`src/rtl/ext_sum_accum_pkg.sv`:
```
// Shared types and default parameters for the extended-sum group accumulator.
// Build option: define EXT_SUM_ACCUM_SAT_EN for saturating accumulation.
package ext_sum_accum_pkg;

    localparam int unsigned DEF_DATA_W = 32;
    localparam int unsigned DEF_ACC_W  = 32;
    localparam int unsigned DEF_GROUP  = 4;
    localparam int unsigned CNT_W      = 8;

    typedef enum logic [1:0] {
        IDLE  = 2'd0,
        ACCUM = 2'd1,
        HOLD  = 2'd2
    } state_t;

endpackage

```
`src/rtl/ext_sum_accum_add.sv`:
```
// Combinational signed accumulator adder with overflow flag.
// With EXT_SUM_ACCUM_SAT_EN defined the result clamps on overflow; otherwise it wraps.
module ext_sum_accum_add #(
    parameter int unsigned ACC_W = 32
) (
    input  logic [ACC_W-1:0] i_a,
    input  logic [ACC_W-1:0] i_b,
    output logic [ACC_W-1:0] o_sum_c,
    output logic             o_ovf_c
);

    logic [ACC_W-1:0] w_raw;

    always_comb begin
        w_raw   = i_a + i_b;
        o_sum_c = w_raw;
        o_ovf_c = 1'b0;
`ifdef EXT_SUM_ACCUM_SAT_EN
        // Same-sign operands producing an opposite-sign result overflowed.
        o_ovf_c = (i_a[ACC_W-1] == i_b[ACC_W-1]) && (w_raw[ACC_W-1] != i_a[ACC_W-1]);
        if (o_ovf_c) begin
            o_sum_c = i_a[ACC_W-1] ? {1'b1, {(ACC_W-1){1'b0}}}
                                   : {1'b0, {(ACC_W-1){1'b1}}};
        end
`endif
    end

endmodule

```
`src/rtl/ext_sum_accum.sv`:
```
// Accumulates signed samples into fixed-size groups and emits one sum per group.
// Build option: EXT_SUM_ACCUM_SAT_EN enables saturating sums and the sticky out_sat flag.
module ext_sum_accum
    import ext_sum_accum_pkg::*;
#(
    parameter int unsigned DATA_W = DEF_DATA_W,
    parameter int unsigned ACC_W  = DEF_ACC_W,
    parameter int unsigned GROUP  = DEF_GROUP
) (
    input  logic              clk,
    input  logic              rst,
    input  logic              in_valid,
    output logic              in_ready,
    input  logic [DATA_W-1:0] in_data,
    input  logic              flush,
    output logic              out_valid,
    input  logic              out_ready,
    output logic [ACC_W-1:0]  out_sum,
    output logic [CNT_W-1:0]  out_count,
    output logic              out_sat
);

    state_t           r_state;
    state_t           w_state_nxt;
    logic [ACC_W-1:0] r_acc;
    logic [ACC_W-1:0] w_acc_nxt;
    logic [CNT_W-1:0] r_cnt;
    logic [CNT_W-1:0] w_cnt_nxt;
    logic             r_sat;
    logic             w_sat_nxt;
    logic             r_in_ready;
    logic             r_out_valid;
    logic [ACC_W-1:0] w_sample;
    logic [ACC_W-1:0] w_add_sum;
    logic             w_add_ovf;
    logic             w_accept;
    logic             w_last;

    assign w_sample = ACC_W'($signed(in_data));
    assign w_accept = in_valid && r_in_ready;
    assign w_last   = (r_cnt + CNT_W'(1)) == CNT_W'(GROUP);

    // r_acc is zero in IDLE, so the adder also forms the first sample of a group.
    ext_sum_accum_add #(
        .ACC_W (ACC_W)
    ) u_add (
        .i_a     (r_acc),
        .i_b     (w_sample),
        .o_sum_c (w_add_sum),
        .o_ovf_c (w_add_ovf)
    );

    always_comb begin
        w_state_nxt = r_state;
        w_acc_nxt   = r_acc;
        w_cnt_nxt   = r_cnt;
        w_sat_nxt   = r_sat;
        case (r_state)
            IDLE: begin
                if (w_accept) begin
                    w_acc_nxt   = w_add_sum;
                    w_cnt_nxt   = CNT_W'(1);
                    w_sat_nxt   = w_add_ovf;
                    w_state_nxt = flush ? HOLD : ACCUM;
                end
            end
            ACCUM: begin
                if (w_accept) begin
                    w_acc_nxt = w_add_sum;
                    w_cnt_nxt = r_cnt + CNT_W'(1);
                    w_sat_nxt = r_sat | w_add_ovf;
                end
                if ((w_accept && w_last) || flush) begin
                    w_state_nxt = HOLD;
                end
            end
            HOLD: begin
                if (out_ready) begin
                    w_state_nxt = IDLE;
                    w_acc_nxt   = '0;
                    w_cnt_nxt   = '0;
                    w_sat_nxt   = 1'b0;
                end
            end
            default: begin
                w_state_nxt = IDLE;
                w_acc_nxt   = '0;
                w_cnt_nxt   = '0;
                w_sat_nxt   = 1'b0;
            end
        endcase
    end

    // Handshake flags are registered from the next state so they never depend on out_ready combinationally.
    always_ff @(posedge clk) begin
        if (!rst) begin
            r_state     <= IDLE;
            r_acc       <= '0;
            r_cnt       <= '0;
            r_sat       <= 1'b0;
            r_in_ready  <= 1'b0;
            r_out_valid <= 1'b0;
        end else begin
            r_state     <= w_state_nxt;
            r_acc       <= w_acc_nxt;
            r_cnt       <= w_cnt_nxt;
            r_sat       <= w_sat_nxt;
            r_in_ready  <= (w_state_nxt != HOLD);
            r_out_valid <= (w_state_nxt == HOLD);
        end
    end

    assign in_ready  = r_in_ready;
    assign out_valid = r_out_valid;
    assign out_sum   = r_acc;
    assign out_count = r_cnt;
    assign out_sat   = r_sat;

endmodule

```
`config.mk`:
```
export PLATFORM = sky130hd
export DESIGN_NAME = ext_sum_accum
export DESIGN_NICKNAME = d
export VERILOG_FILES = /design/src/rtl/ext_sum_accum_pkg.sv /design/src/rtl/ext_sum_accum_add.sv /design/src/rtl/ext_sum_accum.sv
export SDC_FILE = /design/constraint.sdc
export NUM_CORES = 1
export LEC_CHECK = 0
export CORE_UTILIZATION = 55
export CTS_CLUSTER_SIZE = 30
export DETAILED_ROUTE_END_ITERATION = 8
export PLACE_DENSITY = 0.95
export SYNTH_ARGS = -nofsm -noshare
export SYNTH_HDL_FRONTEND = slang
export SYNTH_HIERARCHICAL = 1
export SYNTH_SLANG_ARGS = --single-unit
```
`constraint.sdc`:
```
create_clock -name clk -period 7.1 [get_ports clk]
set_clock_uncertainty 0.15 [all_clocks]
set_input_delay 1.42 -clock clk [delete_from_list [all_inputs] [get_ports clk]]
set_output_delay 1.42 -clock clk [all_outputs]
set_load 0.01 [all_outputs]
```
==> qor.yml, run 1 <==
status: "finished, final reports clean"
critical-path-top-delay-family: "compound AO/OA/AOI/OAI gates"
core_area_um2: 6030
crit_path_end_kind: "register"
grt_use_total_pct: 29.1
root_buffer: "clkbuf_8"
io_pins: 80
drv_slew: 0
slowest_delay_ps: 420
cp.depth: 12
grt_setup_unrepaired: "no"
drc: 0
holdBufCountCts: 0
cp.arrival_ps: 4290
cts.clk_slew.worst_paths_ps: 80
drt_pass1_iterations: 5
cts_sinks: 45
totalWireLength_mm: 9.34
post_cts_resized: 0
maxCapViolCount: 0
io_buffers: 79
path_cells: "clkdlybuf4s50_1 > ha_1 > fa_1 > a21o_1 > a31o_2 > nand3_1 > o221ai_1 > a311oi_1 > o21bai_1 > xor2_1 > a22oi_1 > nor2_1"
postSynthCellCount: 415
grt_antenna_before_repair: 0
cts.path.max_buffers: 2
reg2reg_from: "out_sum[0]$_SDFFE_PN0P_"
synthArstFlopShare_pct: 0
synth_nets: 485
layout-drive-gt1-share_pct: 5.04
holdCritPathClass: "reg2reg"
worst_pin_slew_ps: 1180
required_ps: 7120
grt_pass1_vias: 3391
grt-ovfl-total: 0
r2r_end: "out_sum[26]$_SDFFE_PN0P_"
postCtsSetupBuffers: 0
max_slew_margin_pct: 21.1
cts_tree: "built"
p_per_area_nw_per_um2: 168
crit_path_end: "out_sum[26]$_SDFFE_PN0P_"
ir_drop_v: 0.000111
p_total_mw: 0.733
synthTopCellsByCount: "45 x dfxtp_1, 39 x a21oi_1, 32 x ha_1, 31 x nor2_1, 23 x nand2_1"
ys_ff_latch: 45
postRouteAntennaNets: 0
crit_path_max_fanout: 4
die_y_um: 81.8
numCtsBuffers: 5
post-synth-top-area-cell: "dfxtp_1"
htreeDepth: 2
start_util_pct: 58.1
grt_max_degree: 27
worst-setup-path-type: "in2reg"
final.period_utilization_pct: 60.1
yosysMostFrequentCell: "dfxtp_1"
r2r_slack_ps: 3990
dieWidth_um: 81.8
max_freq_ghz: 0.234
avgSynthCellArea_um2: 8.43
stdcell_area_um2: 4360
grt_pass1_wl_mm: 15.2
r2r_cells: 11
p_leak_nw: 1.85
critPathBufInv: 1
synthFlopType: "dfxtp_1"
synth_top_area_share_pct: 25.7
setup_tns_ps: 0
gp_congestion: 0.903
crit_path_start: "in_data[0]"
fin_util_pct: 72.3
synth.area.top_cells: "dfxtp_1 26%, ha_1 11%, a21oi_1 5.6%"
dpl_cell_area_um2: 4260
post_drt_via_cell_ratio: 6.60
ys_seq_area_share_pct: 25.7
num-nets-final: 546
insertion_delay_ps: 300
wl_per_cell_um: 16.9
finalCriticalPeriod_ps: 4270
hold_violations: 0
syn-cell-area_um2: 3500
dpl.hpwl_mm: 6.80
vias: 3639
setup_violations: 0
die-area_um2: 6690
fp-row-count: 28
area_delta_synth_final_pct: 24.6
ys_types: 69
drt_iter0_markers: 331
diodes: 0
synth_edf_count: 0
start_kind: "primary input"
cp_slowest_cell: "fa_1"
yosys_warnings: 6
[registers in the layout, indices dropped and copies added (netlist names)]
name / flops
in_ready: 1
out_count: 8
r_state: 2
out_valid: 1
out_sum: 32
out_sat: 1
[area by class of cell]
cell class                 count  area (µm²)
clock buffer                   5        68.8
clock inverter                 2        35.0
fill                         456        1670
inverter                       7        26.3
multi-input combinational    338        2440
sequential                    45         901
tap                           75        93.8
timing repair buffer          79         791
[metal layers]
layer	global-route usage [%]	up-vias	wire length (µm)	part of all wire [%]
met5	0	-	0	0
met4	16.1	0	374	4.0
met3	5.44	49	736	7.9
met2	48.2	197	4410	47
met1	35.3	1697	3810	41
li1	-	1696	-	-
[kinds of logic (layout without fill, tap and decap cells)]
group | count (synthesis) | in the layout | share of synthesized area (%)
compound gates | 159 | 159 | 32.8
xor+xnor | 29 | 29 | 7.26
fa+ha+maj | 33 | 33 | 12.0
buf+inv | 32 | 93 | 4.43
flops | 45 | 45 | 25.7
mux | 2 | 2 | 0.572
other cells | 1 | 1 | 0.107
simple gates | 114 | 114 | 17.1
[through the flow]
| step | hold slack [ps] | setup WS, ps | cells |
|---|---|---|---|
| floorplan | 349 | 3370 | 415 |
| global placement | 319 | 2800 | 544 |
| detailed placement | 326 | 2670 | 544 |
| CTS | 338 | 2890 | 551 |
| global route | 383 | 2740 | 551 |
| finish | 332 | 2830 | 551 |
[worst min-delay path by stage]
stage,startpoint,end,slack [ps],cells after the start
floorplan,out_sat$_SDFFE_PN0P_,out_sat$_SDFFE_PN0P_,350,2
global placement,out_sat$_SDFFE_PN0P_,out_sat$_SDFFE_PN0P_,320,2
detailed placement,out_sat$_SDFFE_PN0P_,out_sat$_SDFFE_PN0P_,330,2
CTS,out_sat$_SDFFE_PN0P_,out_sat$_SDFFE_PN0P_,340,2
global route,out_sat$_SDFFE_PN0P_,out_sat$_SDFFE_PN0P_,380,2
finish,out_sat$_SDFFE_PN0P_,out_sat$_SDFFE_PN0P_,330,2
[cell usage in the layout, fill, tap and decap left out, drive strengths merged, types with 6 or more instances in the layout]
master          n
a21o           19
a21oi          39
a22o           19
a22oi          16
a311oi          7
clkdlybuf4s50  79
dfxtp          45
ha             32
inv             6
nand2          23
nand3          12
nand4           9
nor2           31
nor3            7
o21ai          25
xnor2          14
xor2           15
[where the power goes]
group / total (mW) / switching (mW) / internal (mW)
registers: 0.284 / 0.0158 / 0.268
clock network: 0.190 / 0.0880 / 0.102
logic: 0.259 / 0.136 / 0.123
total: 0.733 / 0.240 / 0.493
[worst register-to-register path, delay by kind of cell (launching register included)]
| kind | cells | cell delay, ps |
|---|---|---|
| AOI/OAI and AO/OA | 6 | 1490 |
| adders and majority gates | 2 | 670 |
| DFF | 1 | 340 |
| xor gates and xnor gates | 1 | 180 |
| and+or+nand+nor | 2 | 140 |
Power figures use the tool's default switching activity.
==> run 2, diff against run 1 <==
--- a/config.mk
+++ b/config.mk
@@ -5,10 +5,10 @@
 export SDC_FILE = /design/constraint.sdc
 export NUM_CORES = 1
 export LEC_CHECK = 0
-export CORE_UTILIZATION = 55
+export CORE_UTILIZATION = 51
 export CTS_CLUSTER_SIZE = 30
 export DETAILED_ROUTE_END_ITERATION = 8
-export PLACE_DENSITY = 0.95
+export PLACE_DENSITY = 0.92
 export SYNTH_ARGS = -nofsm -noshare
 export SYNTH_HDL_FRONTEND = slang
 export SYNTH_HIERARCHICAL = 1
==> constraint.sdc (replaced) <==
create_clock -name clk -period 4.4 [get_ports clk]
set_clock_uncertainty 0.15 [all_clocks]
set_input_delay 0.88 -clock clk [delete_from_list [all_inputs] [get_ports clk]]
set_output_delay 0.88 -clock clk [all_outputs]
set_load 0.01 [all_outputs]
==> qor.yml, run 2 (same netlist as run 1, synthesis figures left out) <==
status: "complete, but fails checks"
failed_checks: "design-rule violations"
hold_violations: 0  # unchanged
wl_per_cell_um: 17.1  # +0.69%
drt_pass1_iterations: 9  # +4
final.period_utilization_pct: 83.3
worst_pin_slew_ps: 747  # -430 ps
grt_antenna_before_repair: 0  # unchanged
num-nets-final: 548  # +0.37%
holdBufCountCts: 0  # unchanged
largest_register_ffs: 32  # unchanged
totalWireLength_mm: 9.47  # +1.4%
maxCapViolCount: 0  # unchanged
root_buffer: "clkbuf_8"
fp-row-count: 29  # +3.6%
grt_pass1_wl_mm: 15.7  # +3.0%
grt_max_degree: 26  # -3.7%
ir_drop_v: 0.000140  # +26%
mostFrequentLayoutCells: "79 x clkdlybuf4s50_1, 45 x dfxtp_1, 39 x a21oi_1"
grt-ovfl-total: 0  # unchanged
drv_slew: 0  # unchanged
start_util_pct: 53.9  # -4.2 points
grt_pass1_vias: 3448  # +1.7%
core_area_um2: 6490  # +7.8%
finalCriticalPeriod_ps: 3670
dpl.hpwl_mm: 6.94  # +2.1%
diodes: 0  # unchanged
layout-drive-gt1-share_pct: 5.44  # +0.40 points
final_common_cell: "clkdlybuf4s50_1"
postRouteAntennaNets: 0  # unchanged
setup_violations: 0  # unchanged
required_ps: 4440  # -2680 ps
holdCritPathClass: "reg2reg"
max_freq_ghz: 0.273
p_total_mw: 1.19  # +62%
area_delta_synth_final_pct: 25.1
cts_sinks: 45  # unchanged
pwr-share-seq_pct: 38.5  # -0.2 points
p_comb_share_pct: 35.2  # about the same
drt_iter0_markers: 261  # -21%
post_cts_resized: 0  # unchanged
post_drt_via_cell_ratio: 6.39  # -3.2%
gp_congestion: 0.909  # +0.64%
dieWidth_um: 84.8  # +3.8%
p_per_area_nw_per_um2: 271  # +61%
setup_tns_ps: 0  # unchanged
max_slew_margin_pct: 50.2  # +29 points
die-area_um2: 7200  # +7.7%
p_sw_share_pct: 33.0  # +0.22 points
crit_path_max_fanout: 10  # +6
pwr-share-clk_pct: 26.3  # +0.3 points
die_y_um: 84.8  # +3.8%
io_buffers: 79  # unchanged
cts.path.max_buffers: 2  # unchanged
grt_setup_unrepaired: "no"
drc: 5  # +5
p_int_mw: 0.797  # +62%
worst-setup-path-type: "in2reg"
htreeDepth: 2  # unchanged
postCtsSetupBuffers: 0  # unchanged
crit_path_end_kind: "register"
numCtsBuffers: 5  # unchanged
vias: 3547  # -2.5%
cts.clk_slew.worst_paths_ps: 90  # about the same
cts_tree: "built"
switchingPower_mw: 0.391  # +63%
io_pins: 80  # unchanged
p_leak_nw: 1.86  # +0.55%
cp.arrival_ps: 3710  # -580 ps
start_kind: "primary input"
grt_use_total_pct: 26.5  # -2.7 points
insertion_delay_ps: 300  # about the same
-- run 2: power groups by stage --
stage	logic, mW	registers, mW	clock network, mW
final	0.418	0.457	0.313
after global placement	0.393	0.465	0
after floorplan	0.268	0.470	0
after CTS	0.412	0.457	0.318
after global routing	0.451	0.460	0.333
after detailed placement	0.408	0.466	0
-- run 2: per-layer routing --
metal	wire length, µm	GRT usage (%)	vias up	part of all wire [%]
li1	-	-	1696	-
met1	4120	32.9	1659	44
met2	4680	46.9	168	49
met3	494	3.89	24	5.2
met4	174	9.24	0	1.8
met5	0	0	-	0
-- run 2: final timing paths --
kind                                 start                       end  slack, ps  cells past startpoint
setup reg to reg  out_sum[24]$_SDFFE_PN0P_  out_sum[31]$_SDFFE_PN0P_       1360                     10
setup / recovery               in_data[24]  out_sum[31]$_SDFFE_PN0P_        730                     11
hold reg to reg       out_sat$_SDFFE_PN0P_      out_sat$_SDFFE_PN0P_        360                      2
hold / removal        out_sat$_SDFFE_PN0P_      out_sat$_SDFFE_PN0P_        360                      2
-- run 2: layout make-up --
| cell class | instances | area [µm²] |
|---|---|---|
| multi-input cells | 338 | 2440 |
| flip-flops and latches | 45 | 901 |
| well taps | 77 | 96.3 |
| fillers | 509 | 2120 |
| inverters | 7 | 26.3 |
| clock buffers | 5 | 68.8 |
| clock inverters | 2 | 35.0 |
| repair buffers | 81 | 806 |
-- run 2: critical path: stages --
cell and delay (ps):
clkdlybuf4s50_1 400, ha_1 430, a21oi_1 190, o21bai_1 80, a21oi_1 210, nor2_1 70
a2111oi_0 560, o21ai_0 220, or3_1 390, a22oi_1 210, nor2_1 60
-- run 2: per-stage QoR --
stage	utilization, %	cells	hold WS (ps)	area [µm²]	worst slack (ps)
2_1_floorplan	-	415	349	3500	1210
3_3_place_gp	65.8	548	320	4270	650
3_5_place_dp	65.8	548	340	4270	520
4_1_cts	67.4	555	356	4380	816
5_1_grt	67.4	555	387	4380	581
6_report	67.4	555	360	4380	733
